<file path="config.mk">
export PLATFORM = sky130hd
export DESIGN_NAME = i2s_master
export DESIGN_NICKNAME = d
export VERILOG_FILES = /design/src/rtl/i2s_master.sv
export SDC_FILE = /design/constraint.sdc
export NUM_CORES = 1
export LEC_CHECK = 0
export CAP_MARGIN = 10
export CORE_MARGIN = 10
export CORE_UTILIZATION = 35
export DETAILED_ROUTE_END_ITERATION = 12
export PLACE_DENSITY_LB_ADDON = 0.08
export SLEW_MARGIN = 15
export SYNTH_ARGS = -nofsm -noshare
export SYNTH_HDL_FRONTEND = slang
export SYNTH_SLANG_ARGS = --single-unit
</file>
<file path="constraint.sdc">
create_clock -name clk -period 2.56 [get_ports clk]
set_input_delay 0.256 -clock clk [delete_from_list [all_inputs] [get_ports clk]]
set_output_delay 0.256 -clock clk [all_outputs]
set_load 0.005 [all_outputs]
</file>
<file path="src/rtl/i2s_master.sv">
// i2s_master: clock-master Philips I2S port; define I2S_MASTER_HOLD_EN to resend the last pair on underrun
module i2s_master #(
  parameter int DW = 24,
  parameter int FRAME_BITS = 32,
  parameter int SCLK_DIV = 4
) (
  input  logic          clk,
  input  logic          rst,
  input  logic [DW-1:0] tx_ldata,
  input  logic [DW-1:0] tx_rdata,
  output logic          tx_rd_en,
  input  logic          tx_rd_valid,
  output logic [DW-1:0] rx_ldata,
  output logic [DW-1:0] rx_rdata,
  output logic          rx_valid,
  output logic          sclk,
  output logic          lrclk,
  output logic          sdo,
  input  logic          sdi
);
`ifdef I2S_MASTER_HOLD_EN
  localparam bit HOLD = 1'b1;
`else
  localparam bit HOLD = 1'b0;
`endif
  localparam int DV = $clog2(2 * SCLK_DIV);
  localparam int KW = $clog2(2 * FRAME_BITS);
  localparam logic [DV-1:0] D_LAST = DV'(2 * SCLK_DIV - 1);
  localparam logic [DV-1:0] D_SAMP = DV'(SCLK_DIV - 1);
  localparam logic [DV-1:0] D_RISE = DV'(SCLK_DIV);
  localparam logic [KW-1:0] K_LAST = KW'(2 * FRAME_BITS - 1);
  localparam logic [KW-1:0] K_HALF = KW'(FRAME_BITS);
  localparam logic [KW-1:0] K_DW = KW'(DW);
  localparam logic [KW-1:0] K_L0 = KW'(1);
  localparam logic [KW-1:0] K_R0 = KW'(FRAME_BITS + 1);

  logic [DV-1:0] div;
  logic [KW-1:0] k, k_inc;
  logic slot_end, take, clr, cap_l, cap_r, got, primed;
  logic [DW-1:0] tx_l, tx_r, l_nxt, r_nxt, sh, lrx, rrx;

  assign tx_rd_en = rst && k == '0 && div == '0;

  // slot bookkeeping, tx pair selection and which channel (if any) this slot receives
  always_comb begin
    slot_end = div == D_LAST;
    k_inc = k == K_LAST ? '0 : k + 1'b1;
    take = k == '0 && tx_rd_valid && !got;
    clr = !HOLD && k == '0 && div == '0;
    l_nxt = take ? tx_ldata : clr ? '0 : tx_l;
    r_nxt = take ? tx_rdata : clr ? '0 : tx_r;
    cap_l = k != '0 && k <= K_DW;
    cap_r = k > K_HALF ? k - K_HALF <= K_DW : k == '0 && DW == FRAME_BITS;
  end

  // free-running divider and slot counter with registered bit and word clocks
  always_ff @(posedge clk or negedge rst) begin
    if (!rst) begin
      div <= '0;
      k <= '0;
      sclk <= 1'b0;
      lrclk <= 1'b0;
    end else begin
      div <= slot_end ? '0 : div + 1'b1;
      sclk <= div == D_SAMP ? 1'b1 : slot_end ? 1'b0 : sclk;
      k <= slot_end ? k_inc : k;
      lrclk <= slot_end ? k_inc >= K_HALF : lrclk;
    end
  end

  // accept one pair per slot 0, then shift each channel out MSB first from the slot after lrclk moves
  always_ff @(posedge clk or negedge rst) begin
    if (!rst) begin
      got <= 1'b0;
      tx_l <= '0;
      tx_r <= '0;
      sh <= '0;
      sdo <= 1'b0;
    end else begin
      got <= k == '0 && (got || tx_rd_valid);
      tx_l <= l_nxt;
      tx_r <= r_nxt;
      if (slot_end) begin
        sh <= k_inc == K_L0 ? l_nxt << 1 : k_inc == K_R0 ? r_nxt << 1 : sh << 1;
        sdo <= k_inc == K_L0 ? l_nxt[DW-1] : k_inc == K_R0 ? r_nxt[DW-1] : sh[DW-1];
      end
    end
  end

  // sample sdi as sclk rises and publish the pair one clk after the slot-0 rise
  always_ff @(posedge clk or negedge rst) begin
    if (!rst) begin
      lrx <= '0;
      rrx <= '0;
      primed <= 1'b0;
      rx_valid <= 1'b0;
      rx_ldata <= '0;
      rx_rdata <= '0;
    end else begin
      if (div == D_SAMP && cap_l) lrx <= {lrx[DW-2:0], sdi};
      if (div == D_SAMP && cap_r) rrx <= {rrx[DW-2:0], sdi};
      if (k == K_HALF) primed <= 1'b1;
      rx_valid <= div == D_RISE && k == '0 && primed;
      if (div == D_RISE && k == '0 && primed) begin
        rx_ldata <= lrx;
        rx_rdata <= rrx;
      end
    end
  end
endmodule
</file>
==> metrics.md <==
| Metric | Value |
|---|---|
| DRT iter0 DRCs | 207 |
| Initial Util | 0.358 |
| Placed Cells | 907 |
| Worst Path Max Fanout | 5 |
| Endpoints failing hold | 0 |
| Post-synthesis cell area | 0.00758 mm2 |
| Vias in the first global route | 4,974 |
| Post-synth ARST share | 1.00 |
| Cell with the most instances after synthesis | dfrtp_1 |
| RSZ-0062 raised after global routing | false |
| Critical path data arrival time | 2140 ps |
| Final Cycle Share | 0.935 |
| Tmin final | 2390 ps |
| P_int | 4.56 mW |
| Post-synth EDFFs | 0 |
| Met1 Use GR | 0.151 |
| Core box area | 0.0212 mm2 |
| DRT antenna net count | 0 |
| Area share of and/or/nand/nor cells after synthesis | 0.0396 |
| Post-layout power | 5.98 mW |
| Antenna fix cells | 0 |
| GR Layer Usage met2 | 0.181 |
| Switching power | 1.42 mW |
| Critical Path Source Type | flop |
| Fin. max-slew vios | 0 |
| Dominant synthesized flop cell | dfrtp_1 |
| Largest family of logic cells by synthesized area | multiplexers |
| Cell variety after synth | 49 |
| Crit path kind | reg -> out |
| Max cap viols | 0 |
| Synth top cells by count | 182 x dfrtp_1, 76 x mux2_2, 46 x a22oi_1, 31 x inv_1, 28 x nor2_1 |
| Post-Syn Instances | 552 |
| Adder-cell area share of the yosys netlist | 0.0116 |
| Critical Path End Type | primary output |
| Slew @ Worst Pin | 1150 ps |
| Buffers on Ports | 104 |
| R2r worst-path depth | 7 |
| Synth Area in Compound Gates | 0.135 |
| Clock skew | 16.5 ps |
| Clk_lat worst skew | 430 ps |
| Syn Nets | 611 |
| Count of warnings emitted by yosys | 0 |
| Share of layout cells above drive strength 1 | 0.252 |
| Post-synthesis sequential area ratio | 0.601 |
| Post-synthesis mux area share | 0.156 |
| Clock network fraction of design power | 0.434 |
| Part of the power in combinational logic | 0.056 |
| Via density | 4.96 |
| Flops & latches, synth | 182 |
| Pwr dens | 629 mW/mm2 |
| WP data required | 2300 ps |
| WL final | 16.1 mm |
| Fill cells | 1,925 |
| Ranking of synthesized cells by area | dfrtp_1 60%, mux2_2 11%, a22oi_1 4.6% |
| Cts bufs inserted | 17 |
| DRT Pass-1 Iters | 4 |
| WL per Instance | 17.0 um |
| Final TNS setup | 0 ps |
| I/O pins | 105 |
| Hpwl dp | 10.6 mm |
| Reg power frac | 0.510 |
| Layout Nets | 717 |
| Worst Hold Class | in -> async |
| Largest net degree at the start of global routing | 80 |
| Drc violations | 0 |
| First-pass GRT wire length | 26.9 mm |
| GRT overflow | 0 |
| Clk slew on worst S/H paths | 70 ps |
| WHS | 256 ps |
| Syn Area/Cell | 13.7 um2 |
| P&R area growth vs syn | 25.4% |
| P_leak | 4.47 nW |
| Max frequency | 418 MHz |
| Total Die Area | 0.0279 mm2 |
| Setup violations, final | 0 |
| Xor-xnor portion of the synthesized cell area | 0.00578 |
| Maximum clock path buffer count | 2 |
| Status | complete, no violations |
| GPL Wtd Cong | 0.738 |
| Slew HR | 0.233 |
| Worst vdd ir | 0.392 mV |
| Top cell type's share of synthesized area | 0.601 |
| H-tree levels | 4 |
| Root Buffer | clkbuf_16 |
| Switching share of power | 0.238 |
| TritonCTS Sinks | 182 |
| Gr busiest metal | met2 |
| Antenna violations before repair | 0 |
| Die Ht | 167 um |
| Std cell rows | 53 |
| Met3 Usage GRT | 0.0370 |
| CTS tree | built |
| Non-filler cells, final | 946 |
| All-Layer GR Usage | 0.117 |
| Chip width | 167 um |
| Routed vias | 4,693 |
| Largest area contributor in the netlist | dfrtp_1 |
-- layer usage --
layer,routed length [um],share of wire
met5,0,0
met4,161,0.010
met3,843,0.052
met2,7630,0.47
met1,7480,0.46
-- critical path, cell delays in order, from the launching register on --
cell,delay (ps)
dfrtp_2,430
inv_2,80
ha_1,140
nor2b_4,150
nand2_2,80
nor2_2,120
and3_4,220
clkdlybuf4s50_1,500
-- state kept, by name, summed over array words and instances, names as in the netlist, 3 cells and up --
signal    flops
sh           23
rx_rdata     24
tx_r         24
div           3
rx_ldata     24
rrx          24
lrx          24
tx_l         24
k             6
-- cells by family after synthesis --
| kind of cell | Yosys count |
|---|---|
| compound gates | 136 |
| xor+xnor | 5 |
| fa+ha+maj | 7 |
| buf+inv | 68 |
| flops | 182 |
| mux | 99 |
| simple gates | 55 |
-- power by group through the flow --
stage / logic, mW / registers [mW] / clock network, mW
3_5_place_dp: 0.342 / 3.10 / 0
2_1_floorplan: 0.153 / 3.09 / 0
6_report: 0.335 / 3.05 / 2.59
3_3_place_gp: 0.333 / 3.10 / 0
5_1_grt: 0.383 / 3.06 / 2.82
4_1_cts: 0.345 / 3.05 / 2.70
-- area by class of cell --
class | count | area (um2) | share of cell area
Inverter | 31 | 116 | 0.0122
Tap cell | 275 | 344 | 0.0362
Sequential cell | 182 | 4560 | 0.480
Clock buffer | 17 | 425 | 0.0448
Timing Repair Buffer | 124 | 1230 | 0.130
Multi-Input combinational cell | 302 | 2660 | 0.280
Clock inverter | 15 | 161 | 0.0170
-- stage by stage --
step | setup slack, ps | cell area (um2) | util
2_1_floorplan | 534 | 7580 | -
3_3_place_gp | 182 | 8850 | 0.418
4_1_cts | 54.5 | 9460 | 0.447
6_report | 166 | 9500 | 0.449
3_5_place_dp | 161 | 8850 | 0.418
5_1_grt | 24.7 | 9500 | 0.449
-- cell usage in the layout, fill, tap and decap left out, drive strengths merged, types with 2 or more instances in the layout --
cell type      count
a21oi             23
ha                 7
o21ai              6
nor2              31
o2111ai            2
and4               2
o21a              24
a22oi             46
nor2b              3
dfrtp            182
a22o              25
xnor2              3
clkbuf            17
xor2               2
mux2i              2
clkinvlp           2
clkinv             5
nand3              2
mux2              97
buf               20
nand2              9
inv               38
and3               2
clkdlybuf4s50    103
-- path summary, 6_finish.rpt --
path                                 to  startpoint  slack (ps)
min in group clk                 div[0]      div[0]         470
min                        rx_rdata[12]         rst         260
max in group asynchronous   rx_ldata[3]         rst        1030
min reg2reg                      div[0]      div[0]         470
max reg2reg                       sh[1]        k[0]         190
max                            tx_rd_en        k[1]         170
-- timing repair --
action | in CTS | in global routing
resized for setup | 3 | 2
hold buffers | 1 | 0
endpoints found under the hold margin | 24 | 0
setup buffers | 1 | 5
endpoints found under the setup margin | 1 | 1
Power figures use the tool's default switching activity.
